===== src/rtl/global_ldst_pkg.sv =====
// Shared types for the global_ldst request scheduler: AXI channel structs, barrier FSM states
// and the outstanding-counter width helper.
package global_ldst_pkg;

  localparam int unsigned IdWidth   = 4;
  localparam int unsigned AddrWidth = 32;
  localparam int unsigned DataWidth = 32;
  localparam int unsigned StrbWidth = DataWidth / 8;

  typedef enum logic [1:0] {
    StCollect,
    StWaitCredit,
    StIssue
  } barrier_state_e;

  typedef struct packed {
    logic [IdWidth-1:0]   id;
    logic [AddrWidth-1:0] addr;
    logic [7:0]           len;
    logic [2:0]           size;
    logic [1:0]           burst;
  } ax_chan_t;

  typedef struct packed {
    logic [DataWidth-1:0] data;
    logic [StrbWidth-1:0] strb;
    logic                 last;
  } w_chan_t;

  typedef struct packed {
    logic [IdWidth-1:0]   id;
    logic [DataWidth-1:0] data;
    logic [1:0]           resp;
    logic                 last;
  } r_chan_t;

  typedef struct packed {
    logic [IdWidth-1:0] id;
    logic [1:0]         resp;
  } b_chan_t;

  typedef struct packed {
    ax_chan_t aw;
    logic     aw_valid;
    w_chan_t  w;
    logic     w_valid;
    logic     b_ready;
    ax_chan_t ar;
    logic     ar_valid;
    logic     r_ready;
  } axi_req_t;

  typedef struct packed {
    logic    aw_ready;
    logic    ar_ready;
    logic    w_ready;
    logic    b_valid;
    b_chan_t b;
    logic    r_valid;
    r_chan_t r;
  } axi_resp_t;

  // Counter must be able to hold MaxOutstanding itself.
  function automatic int unsigned cnt_width(input int unsigned max_outstanding);
    return $clog2(max_outstanding + 1);
  endfunction

endpackage


===== src/rtl/global_ldst_ax_barrier.sv =====
// Address-channel barrier: gathers one request per cluster, then issues them together once an
// outstanding-burst credit is available.
module global_ldst_ax_barrier
  import global_ldst_pkg::*;
#(
  parameter int unsigned NrClusters     = 4,
  parameter int unsigned MaxOutstanding = 4,
  parameter type         ax_t           = ax_chan_t
) (
  input  logic                  clk_i,
  input  logic                  rst_ni,
  input  logic [NrClusters-1:0] cl_valid,
  input  ax_t                   cl_ax [NrClusters],
  output logic [NrClusters-1:0] cl_ready,
  output logic                  ldst_valid,
  output ax_t                   ldst_ax [NrClusters],
  input  logic                  ldst_ready,
  input  logic                  dec,
  output logic                  idle,
  output logic                  mismatch,
  output logic                  underflow
);

  localparam int unsigned           CntWidth = cnt_width(MaxOutstanding);
  localparam logic [CntWidth-1:0]   MaxCnt   = CntWidth'(MaxOutstanding);
  localparam logic [CntWidth-1:0]   CntOne   = CntWidth'(1);

  barrier_state_e        state_q, state_d;
  logic [NrClusters-1:0] pend_q, pend_d;
  ax_t                   slot_q [NrClusters];
  ax_t                   slot_d [NrClusters];
  logic [CntWidth-1:0]   cnt_q, cnt_d, cnt_drained;
  logic                  inc, credit_ok, fields_differ;

  // Valid and ready depend on registered state only.
  assign cl_ready   = (state_q == StCollect) ? ~pend_q : '0;
  assign ldst_valid = (state_q == StIssue);
  assign ldst_ax    = slot_q;
  assign idle       = (pend_q == '0) && (cnt_q == '0);

  // No increment happens outside StIssue, so the drained count is the next count there.
  always_comb begin
    cnt_drained = cnt_q;
    if (dec && (cnt_q != '0)) begin
      cnt_drained = cnt_q - CntOne;
    end
    underflow = dec && (cnt_q == '0);
    credit_ok = (cnt_drained < MaxCnt);
  end

  always_comb begin
    fields_differ = 1'b0;
    for (int i = 1; i < NrClusters; i++) begin
      if ((slot_q[i].len != slot_q[0].len) || (slot_q[i].size != slot_q[0].size) ||
          (slot_q[i].burst != slot_q[0].burst) || (slot_q[i].id != slot_q[0].id)) begin
        fields_differ = 1'b1;
      end
    end
  end

  always_comb begin
    state_d  = state_q;
    pend_d   = pend_q;
    slot_d   = slot_q;
    inc      = 1'b0;
    mismatch = 1'b0;
    unique case (state_q)
      StCollect: begin
        for (int i = 0; i < NrClusters; i++) begin
          if (cl_valid[i] && !pend_q[i]) begin
            slot_d[i] = cl_ax[i];
            pend_d[i] = 1'b1;
          end
        end
        if (&pend_d) begin
          state_d = credit_ok ? StIssue : StWaitCredit;
        end
      end
      StWaitCredit: begin
        if (credit_ok) begin
          state_d = StIssue;
        end
      end
      StIssue: begin
        if (ldst_ready) begin
          inc      = 1'b1;
          pend_d   = '0;
          mismatch = fields_differ;
          state_d  = StCollect;
        end
      end
      default: state_d = StCollect;
    endcase
  end

  always_comb begin
    unique case ({inc, dec})
      2'b10:   cnt_d = cnt_q + CntOne;
      2'b01:   cnt_d = cnt_drained;
      default: cnt_d = cnt_q;
    endcase
  end

  always_ff @(posedge clk_i or negedge rst_ni) begin
    if (!rst_ni) begin
      state_q <= StCollect;
      pend_q  <= '0;
      cnt_q   <= '0;
      for (int i = 0; i < NrClusters; i++) begin
        slot_q[i] <= '0;
      end
    end else begin
      state_q <= state_d;
      pend_q  <= pend_d;
      cnt_q   <= cnt_d;
      slot_q  <= slot_d;
    end
  end

endmodule


===== src/rtl/global_ldst_req_sched.sv =====
// Scheduler between the Ara clusters and global_ldst: barriers the AR and AW channels and passes
// W, R and B straight through.
module global_ldst_req_sched
  import global_ldst_pkg::*;
#(
  parameter int unsigned NrClusters         = 4,
  parameter int unsigned MaxOutstanding     = 4,
  parameter type         cluster_axi_req_t  = axi_req_t,
  parameter type         cluster_axi_resp_t = axi_resp_t
) (
  input  logic              clk_i,
  input  logic              rst_ni,
  input  cluster_axi_req_t  cl_req_i    [NrClusters],
  output cluster_axi_resp_t cl_resp_o   [NrClusters],
  output cluster_axi_req_t  ldst_req_o  [NrClusters],
  input  cluster_axi_resp_t ldst_resp_i [NrClusters],
  output logic              idle_o,
  output logic              mismatch_o,
  output logic              underflow_o
);

  logic [NrClusters-1:0] ar_cl_valid, ar_cl_ready, aw_cl_valid, aw_cl_ready;
  ax_chan_t              ar_cl_ax   [NrClusters];
  ax_chan_t              aw_cl_ax   [NrClusters];
  ax_chan_t              ar_ldst_ax [NrClusters];
  ax_chan_t              aw_ldst_ax [NrClusters];
  logic                  ar_ldst_valid, aw_ldst_valid;
  logic                  ar_idle, aw_idle, ar_mismatch, aw_mismatch, ar_underflow, aw_underflow;
  logic                  rd_dec, wr_dec;

  // Only cluster 0's response stream is counted; all clusters see the same bursts.
  assign rd_dec = ldst_resp_i[0].r_valid & ldst_resp_i[0].r.last & cl_req_i[0].r_ready;
  assign wr_dec = ldst_resp_i[0].b_valid & cl_req_i[0].b_ready;

  always_comb begin
    for (int i = 0; i < NrClusters; i++) begin
      ar_cl_valid[i] = cl_req_i[i].ar_valid;
      ar_cl_ax[i]    = cl_req_i[i].ar;
      aw_cl_valid[i] = cl_req_i[i].aw_valid;
      aw_cl_ax[i]    = cl_req_i[i].aw;
    end
  end

  always_comb begin
    for (int i = 0; i < NrClusters; i++) begin
      ldst_req_o[i]          = cl_req_i[i];
      ldst_req_o[i].ar_valid = ar_ldst_valid;
      ldst_req_o[i].ar       = ar_ldst_ax[i];
      ldst_req_o[i].aw_valid = aw_ldst_valid;
      ldst_req_o[i].aw       = aw_ldst_ax[i];
    end
  end

  always_comb begin
    for (int i = 0; i < NrClusters; i++) begin
      cl_resp_o[i]          = ldst_resp_i[i];
      cl_resp_o[i].ar_ready = ar_cl_ready[i];
      cl_resp_o[i].aw_ready = aw_cl_ready[i];
    end
  end

  global_ldst_ax_barrier #(
    .NrClusters     (NrClusters),
    .MaxOutstanding (MaxOutstanding),
    .ax_t           (ax_chan_t)
  ) u_ar_barrier (
    .clk_i      (clk_i),
    .rst_ni     (rst_ni),
    .cl_valid   (ar_cl_valid),
    .cl_ax      (ar_cl_ax),
    .cl_ready   (ar_cl_ready),
    .ldst_valid (ar_ldst_valid),
    .ldst_ax    (ar_ldst_ax),
    .ldst_ready (ldst_resp_i[0].ar_ready),
    .dec        (rd_dec),
    .idle       (ar_idle),
    .mismatch   (ar_mismatch),
    .underflow  (ar_underflow)
  );

  global_ldst_ax_barrier #(
    .NrClusters     (NrClusters),
    .MaxOutstanding (MaxOutstanding),
    .ax_t           (ax_chan_t)
  ) u_aw_barrier (
    .clk_i      (clk_i),
    .rst_ni     (rst_ni),
    .cl_valid   (aw_cl_valid),
    .cl_ax      (aw_cl_ax),
    .cl_ready   (aw_cl_ready),
    .ldst_valid (aw_ldst_valid),
    .ldst_ax    (aw_ldst_ax),
    .ldst_ready (ldst_resp_i[0].aw_ready),
    .dec        (wr_dec),
    .idle       (aw_idle),
    .mismatch   (aw_mismatch),
    .underflow  (aw_underflow)
  );

  assign idle_o      = ar_idle & aw_idle;
  assign mismatch_o  = ar_mismatch | aw_mismatch;
  assign underflow_o = ar_underflow | aw_underflow;

endmodule

===== config.mk =====
export PLATFORM = sky130hd
export DESIGN_NAME = global_ldst_req_sched
export DESIGN_NICKNAME = d
export VERILOG_FILES = /design/src/rtl/global_ldst_pkg.sv /design/src/rtl/global_ldst_ax_barrier.sv /design/src/rtl/global_ldst_req_sched.sv
export SDC_FILE = /design/constraint.sdc
export NUM_CORES = 1
export LEC_CHECK = 0
export BUFFER_PORTS_ARGS = -buffer_cell sky130_fd_sc_hd__buf_2
export CAP_MARGIN = 10
export CORE_AREA = 4 4 592 594
export DETAILED_ROUTE_END_ITERATION = 7
export DIE_AREA = 0 0 596 598
export SLEW_MARGIN = 20
export SYNTH_ARGS = -nofsm -noshare
export SYNTH_HDL_FRONTEND = slang
export SYNTH_SLANG_ARGS = --single-unit

===== constraint.sdc =====
create_clock -name clk_i -period 2 [get_ports clk_i]
set_input_delay 0.1 -clock clk_i [delete_from_list [all_inputs] [get_ports clk_i]]
set_output_delay 0.1 -clock clk_i [all_outputs]
set_load 0.01 [all_outputs]

* Word level (Yosys, flattened, before mapping)
Cells that the tools add are included.
** Word-level totals
- Register bits :: 410
- Bits of input ports :: 762
** Operators by class
- Add/sub/neg operators :: 4
- Magnitude comparators :: 2
- Eq/ne operators :: 38
- Multiplexer cells :: 50
- Bitwise operators :: 8
- Reduce and logical (&&, ||, !) cells :: 66
** Operator list (number)
- $ne A8 B8 Y1 :: 6
- $mux W1 :: 30
- $ne A4 B4 Y1 :: 6
- $reduce_and A2 Y1 :: 10
- $logic_or A1 B1 Y1 :: 18
- $ne A3 B3 Y1 :: 6
- $mux W2 :: 8
- $mux W4 :: 4
- $pmux W4 S2 :: 2
- $logic_and A1 B1 Y1 :: 14
- $ne A2 B2 Y1 :: 6
- $pmux W2 S3 :: 2
- $pmux W3 S2 :: 2
- $eq A2 B1 Y1 const B :: 4
- $eq A2 B2 Y1 const B :: 4
- $logic_not A1 Y1 :: 8
- $logic_not A4 Y1 :: 2
- $ne A2 B2 Y1 const B :: 4
- $not A4 Y4 :: 2
- $reduce_and A4 Y1 :: 2
- $reduce_bool A2 Y1 :: 4
- $add A3 B1 Y3 const B :: 2
- $logic_not A3 Y1 :: 2
- $lt A3 B3 Y1 const B :: 2
- 8 further kinds :: 18

* Longest topological paths before layout
- Depth after elaboration :: 10
- Depth in mapped cells :: 10
- Mapped depth without buffers :: 9

* Cells and area by module
From an unflattened synthesis, not the netlist that was laid out.
** Unflattened totals
- Cells, all modules :: 1478
- Area total of the unflattened synthesis :: 19414.9 µm²
** Modules (own cells, without submodules)
- global_ldst_ax_barrier (u_aw_barrier) :: times used 1, cells each 556, area an instance 8341.8 µm²
- global_ldst_ax_barrier (u_ar_barrier) :: times used 1, cells each 557, area an instance 8339.2 µm²
- global_ldst_req_sched :: times used 1, cells each 365, area an instance 2733.9 µm²

* Worst setup path after synthesis
Ideal clock, no wire load.
- Path kind :: register -> register
- Start :: register u_aw_barrier.state_q[1]
- End :: register u_aw_barrier.slot_q, in the netlist u_aw_barrier.ldst_ax[147]
- Arrival time :: 1.693 ns
- Data required time :: 1.875 ns
- Slack :: 0.182 ns
- Cell stages (with the launch flop) :: 8
- Path buffers :: 4
- Path through :: dfrtp_1 buf_6 nor3_1 and2_1 buf_6 buf_12 buf_12 mux2_2
** On the way
- Cells in the longest elaborated chain, start to end :: 2
** RTL lines
- from (decl) :: RTL line global_ldst_ax_barrier.sv:28 : barrier_state_e state_q, state_d;
- from (signal assigned) :: RTL line global_ldst_ax_barrier.sv:106 : state_q <= StCollect;
- from (signal assigned) :: RTL line global_ldst_ax_barrier.sv:113 : state_q <= state_d;
- $logic_not A2 Y1 :: RTL line global_ldst_ax_barrier.sv:67 : unique case (state_q)
- $reduce_and A2 Y1 (no source line)
- to (signal assigned) :: RTL line global_ldst_ax_barrier.sv:116 : slot_q <= slot_d;
- to (decl) :: RTL line global_ldst_ax_barrier.sv:30 : ax_t slot_q [NrClusters];
No other way between the ends.
A chain may end at the register's enable or synchronous reset.

* Worst setup path after layout
- Start :: register u_ar_barrier.slot_q, in the netlist u_ar_barrier.ldst_ax[151]
- End :: output port mismatch_o
** On the way
- Cells in the longest elaborated chain, start to end :: 10
** RTL lines
- from (decl) :: RTL line global_ldst_ax_barrier.sv:30
- from (signal assigned) :: RTL line global_ldst_ax_barrier.sv:116
- $ne A3 B3 Y1 :: RTL line global_ldst_ax_barrier.sv:54 : if ((slot_q[i].len != slot_q[0].len) || (slot_q[i].size != slot_q[0].size) ||
- $logic_or A1 B1 Y1 (2 in series) :: RTL line global_ldst_ax_barrier.sv:54
- $logic_or A1 B1 Y1 :: RTL line global_ldst_ax_barrier.sv:55 : (slot_q[i].burst != slot_q[0].burst) || (slot_q[i].id != slot_q[0].id)) begin
- $mux W1 (2 in series) :: RTL line global_ldst_ax_barrier.sv:54
- $mux W1 (*) :: RTL line global_ldst_ax_barrier.sv:54
- $mux W1 (*) :: RTL line global_ldst_ax_barrier.sv:85 : if (ldst_ready) begin
- $mux W1 (*) :: RTL line global_ldst_ax_barrier.sv:67
- $or A1 B1 Y1 (*) :: RTL line global_ldst_req_sched.sv:101 : assign mismatch_o = ar_mismatch | aw_mismatch;
- to (decl) :: RTL line global_ldst_req_sched.sv:18 : output logic mismatch_o,
Every way passes the cells marked *; elsewhere a longest branch is shown, timed or not.

==> flow_summary.ini <==
[run_status]
outcome = complete, but fails checks
violations = setup timing

[finish]
syn2layout_area_growth_pct = 73.5
nets = 3257
n_fill_cell = 39647
layout-drive-gt1-share_pct = 58.4
ff_latch_area_um2 = 10300
multi_input_comb_area_um2 = 6180

[clock_network]
clk_pin_slew_ns = 0.07
clock-sinks = 410
cts_buffers = 58
clk_latency_ns = 0.74
clk_path_buf_depth = 3
tritoncts = done
h-tree-depth = 2
clockRootBuffer = clkbuf_16

[timing]
post-route-period-util_pct = 162
fin_tns_setup_ns = -1.59
hold_viol = 0
slew_violations = 0
max_freq_mhz = 309
slew_headroom_pct = 65.8
setup_violations = 3
rsz0062_at_grt = yes
worst_pin_slew_ns = 0.513
finalWorstSetupSlack_ns = -1.24
finalClockSkew_ns = 0.0474
min_period_ns = 3.24

[power]
power.share.clock_pct = 20.8
power.density_nw_per_um2 = 1650
power_leakage_nw = 13.8
power.internal_mw = 29.4
peakVddDrop_uv = 832
pwr-share-comb_pct = 50.7
swShare_pct = 47.4
pwr-share-seq_pct = 28.5
p_switching_mw = 26.5

[synth]
synth.net_count = 2243
netlist_area_um2 = 19600
synth_area_leaders = dfrtp_1 (52%), mux2_2 (22%), buf_4 (15%)
ys.warnings.count = 0
ys_seq_area_share_pct = 52.5
yosys.area.top_type = dfrtp_1
ys_seq_elements = 410
ys_types = 43
synth_top_area_share_pct = 52.5
synth_area_per_cell_um2 = 13.3
syn_inst = 1471

[route]
drt-total-wl_um = 238000
drt.antenna.violating_nets = 0
firstDrtPassIters = 4
via_count = 17218
wl_per_cell_um = 33.3
drc = 0
first_iter_violations = 849
viasPerCell = 2.41

[placement]
dp_hpwl_um = 216000
io_buffers = 824
dp_slack_ns = -0.818
gp_congestion = 0.877

[setup_path]
start_kind = flip-flop
r2r_end = u_aw_barrier.ldst_ax[122]
rrSetupSlack_ns = 0.03
worst-r2r-cell-count = 6
max_stage_delay_ns = 0.38
r2r_start = u_aw_barrier.state_q[1]
crit_path_max_fanout = 2
worstSetupPathType = flip-flop to output port
crit_required_ns = 1.90
cp_num_buf_inv = 3
critPathTopFamily = simple AND/OR/NAND/NOR gates
worstPathArrival_ns = 3.14
worstSetupEndpointType = output port
path_common_cell = buf_4
path_cells = or3_1 -> a222oi_1 -> buf_4 -> nand4_1 -> buf_4 -> a22o_4 -> buf_6
slowest_stage = or3_1

[global_route]
grt_use_total_pct = 12.8
overflow = 0
grt_first_pass_wirelength_um = 275000
grt_use_met2_pct = 20.3
use_met3_pct = 13.6
grt_use_met1_pct = 10.7
grt_pass1_vias = 17737
grt_max_degree = 81
grt-busiest-layer = met2
grt_antenna_before_repair = 180

[die]
initial_core_util_pct = 5.67
rows = 216
fp.dieArea_um2 = 356000
fp.dieH_um = 598
die_x_um = 596
core_um2 = 345000
pin_count = 1525

[min_path]
hold_class = primary input to async pin

[flow_run]
max_cap_viol_count = 0
## timing repair
action	CTS	global route
pin swaps	6	1
gates resized for setup	47	17
hold buffers	414	0
gates cloned	0	0
setup endpoints to repair	15	14
hold endpoints to repair	819	0
setup buffers	5	5
## sequential cells by signal, indices dropped and copies added, names as in the netlist
register / flops
u_ar_barrier.ldst_ax: 196
u_aw_barrier.ldst_ax: 196
u_ar_barrier.pend_q: 4
u_aw_barrier.pend_q: 4
u_ar_barrier.cnt_q: 3
u_aw_barrier.cnt_q: 3
u_ar_barrier.state_q: 2
u_aw_barrier.state_q: 2
## metal layers
metal  vias to the layer above  part of all wire [%]  routed length, um
met2                      1696                    44             105000
li1                       6806                     -                  -
met4                        30                   4.3              10200
met1                      8088                    29              68000
met3                       598                    23              54600
met5                         -                  0.22                535
## layout make-up
cell class | instances | area share [%]
inverter | 14 | 0.155
timing repair buffer | 1365 | 28.2
clock buffer | 72 | 4.70
multi-input combinational | 636 | 18.2
sequential | 410 | 30.3
antenna | 23 | 0.170
tap | 4578 | 16.9
clock inverter | 38 | 1.46
## through the flow
stage	cell area [um^2]	utilization, %	hold slack, ns	power (mW)	cells
global placement	27300	7.91	0.0258	44.1	6579
floorplan	19600	-	-0.196	25.5	1471
global route	33900	9.82	0.0704	60.2	7124
finish	33900	9.83	0.0894	55.9	7136
detailed placement	27300	7.91	0.0271	44.2	6579
CTS	33800	9.78	0.0181	57.8	7108
## cells in the final DEF (no fill, tap or decap), types with 20 or more instances in the layout
cell	synthesis	routed
diode_2	0	23
and3_1	20	20
dfrtp_1	410	403
buf_4	385	108
buf_2	4	813
dlygate4sd3_1	0	411
xnor2_1	43	41
buf_12	6	20
clkbuf_16	0	58
nor3_1	31	25
mux2_2	381	381
## Yosys cell counts
cell type and number:
a21oi_1 10, a221o_1 1, a221oi_1 1, a222oi_1 1
a22o_1 2, a22oi_1 1, a31oi_1 4, and2_1 8
and3_1 20, and4_1 2, buf_12 6, buf_2 4
buf_4 385, buf_6 7, buf_8 8, clkbuf_1 1
dfrtp_1 410, ha_1 10, inv_1 14, mux2_1 10
mux2_2 381, mux2_4 1, nand2_1 18, nand2b_1 5
nand3_1 11, nand3b_1 1, nand4_1 9, nor2_1 10
nor2b_1 4, nor3_1 31, nor3_2 1, nor3b_1 1
nor4_1 6, nor4_2 1, o2111ai_1 2, o211ai_1 1
o21ai_0 13, o22ai_1 17, o311ai_0 1, or3_1 6
or4_1 2, xnor2_1 43, xor2_1 1
## tightest hold or removal path: stages
cell and delay (ns):
dlygate4sd3_1 0.56, buf_8 0.24, buf_12 0.23
## power by group through the flow
stage	Sequential [mW]	Clock (mW)	Combinational, mW
after global placement	15.8	0	28.3
after floorplan	17.3	0	8.19
after CTS	15.9	12.1	29.7
after detailed placement	16.0	0	28.2
final	15.9	11.6	28.3
after global routing	16.5	12.4	31.4
## worst max path at each step
stage	from	endpoint	slack (ns)	cells past startpoint
after floorplan	u_aw_barrier.state_q[1]	u_aw_barrier.ldst_ax[147]	0.18	7
after global placement	u_ar_barrier.ldst_ax[151]	mismatch_o	-0.83	8
after detailed placement	u_aw_barrier.ldst_ax[101]	mismatch_o	-0.82	7
after CTS	u_aw_barrier.ldst_ax[101]	mismatch_o	-1.47	7
after global routing	u_aw_barrier.ldst_ax[101]	mismatch_o	-1.42	7
final	u_ar_barrier.ldst_ax[151]	mismatch_o	-1.24	7
## cells by family (layout without fill, tap and decap cells)
family | count (synthesis) | count (layout) | share of synthesized area [%]
buf+inv | 425 | 1489 | 16.8
compound gates | 54 | 54 | 1.71
fa+ha+maj | 10 | 10 | 0.640
xor+xnor | 44 | 44 | 1.97
flops | 410 | 410 | 52.5
simple gates | 136 | 136 | 3.83
mux | 392 | 392 | 22.6
other cells | 0 | 23 | 0
(Power assumes the default switching activity.)
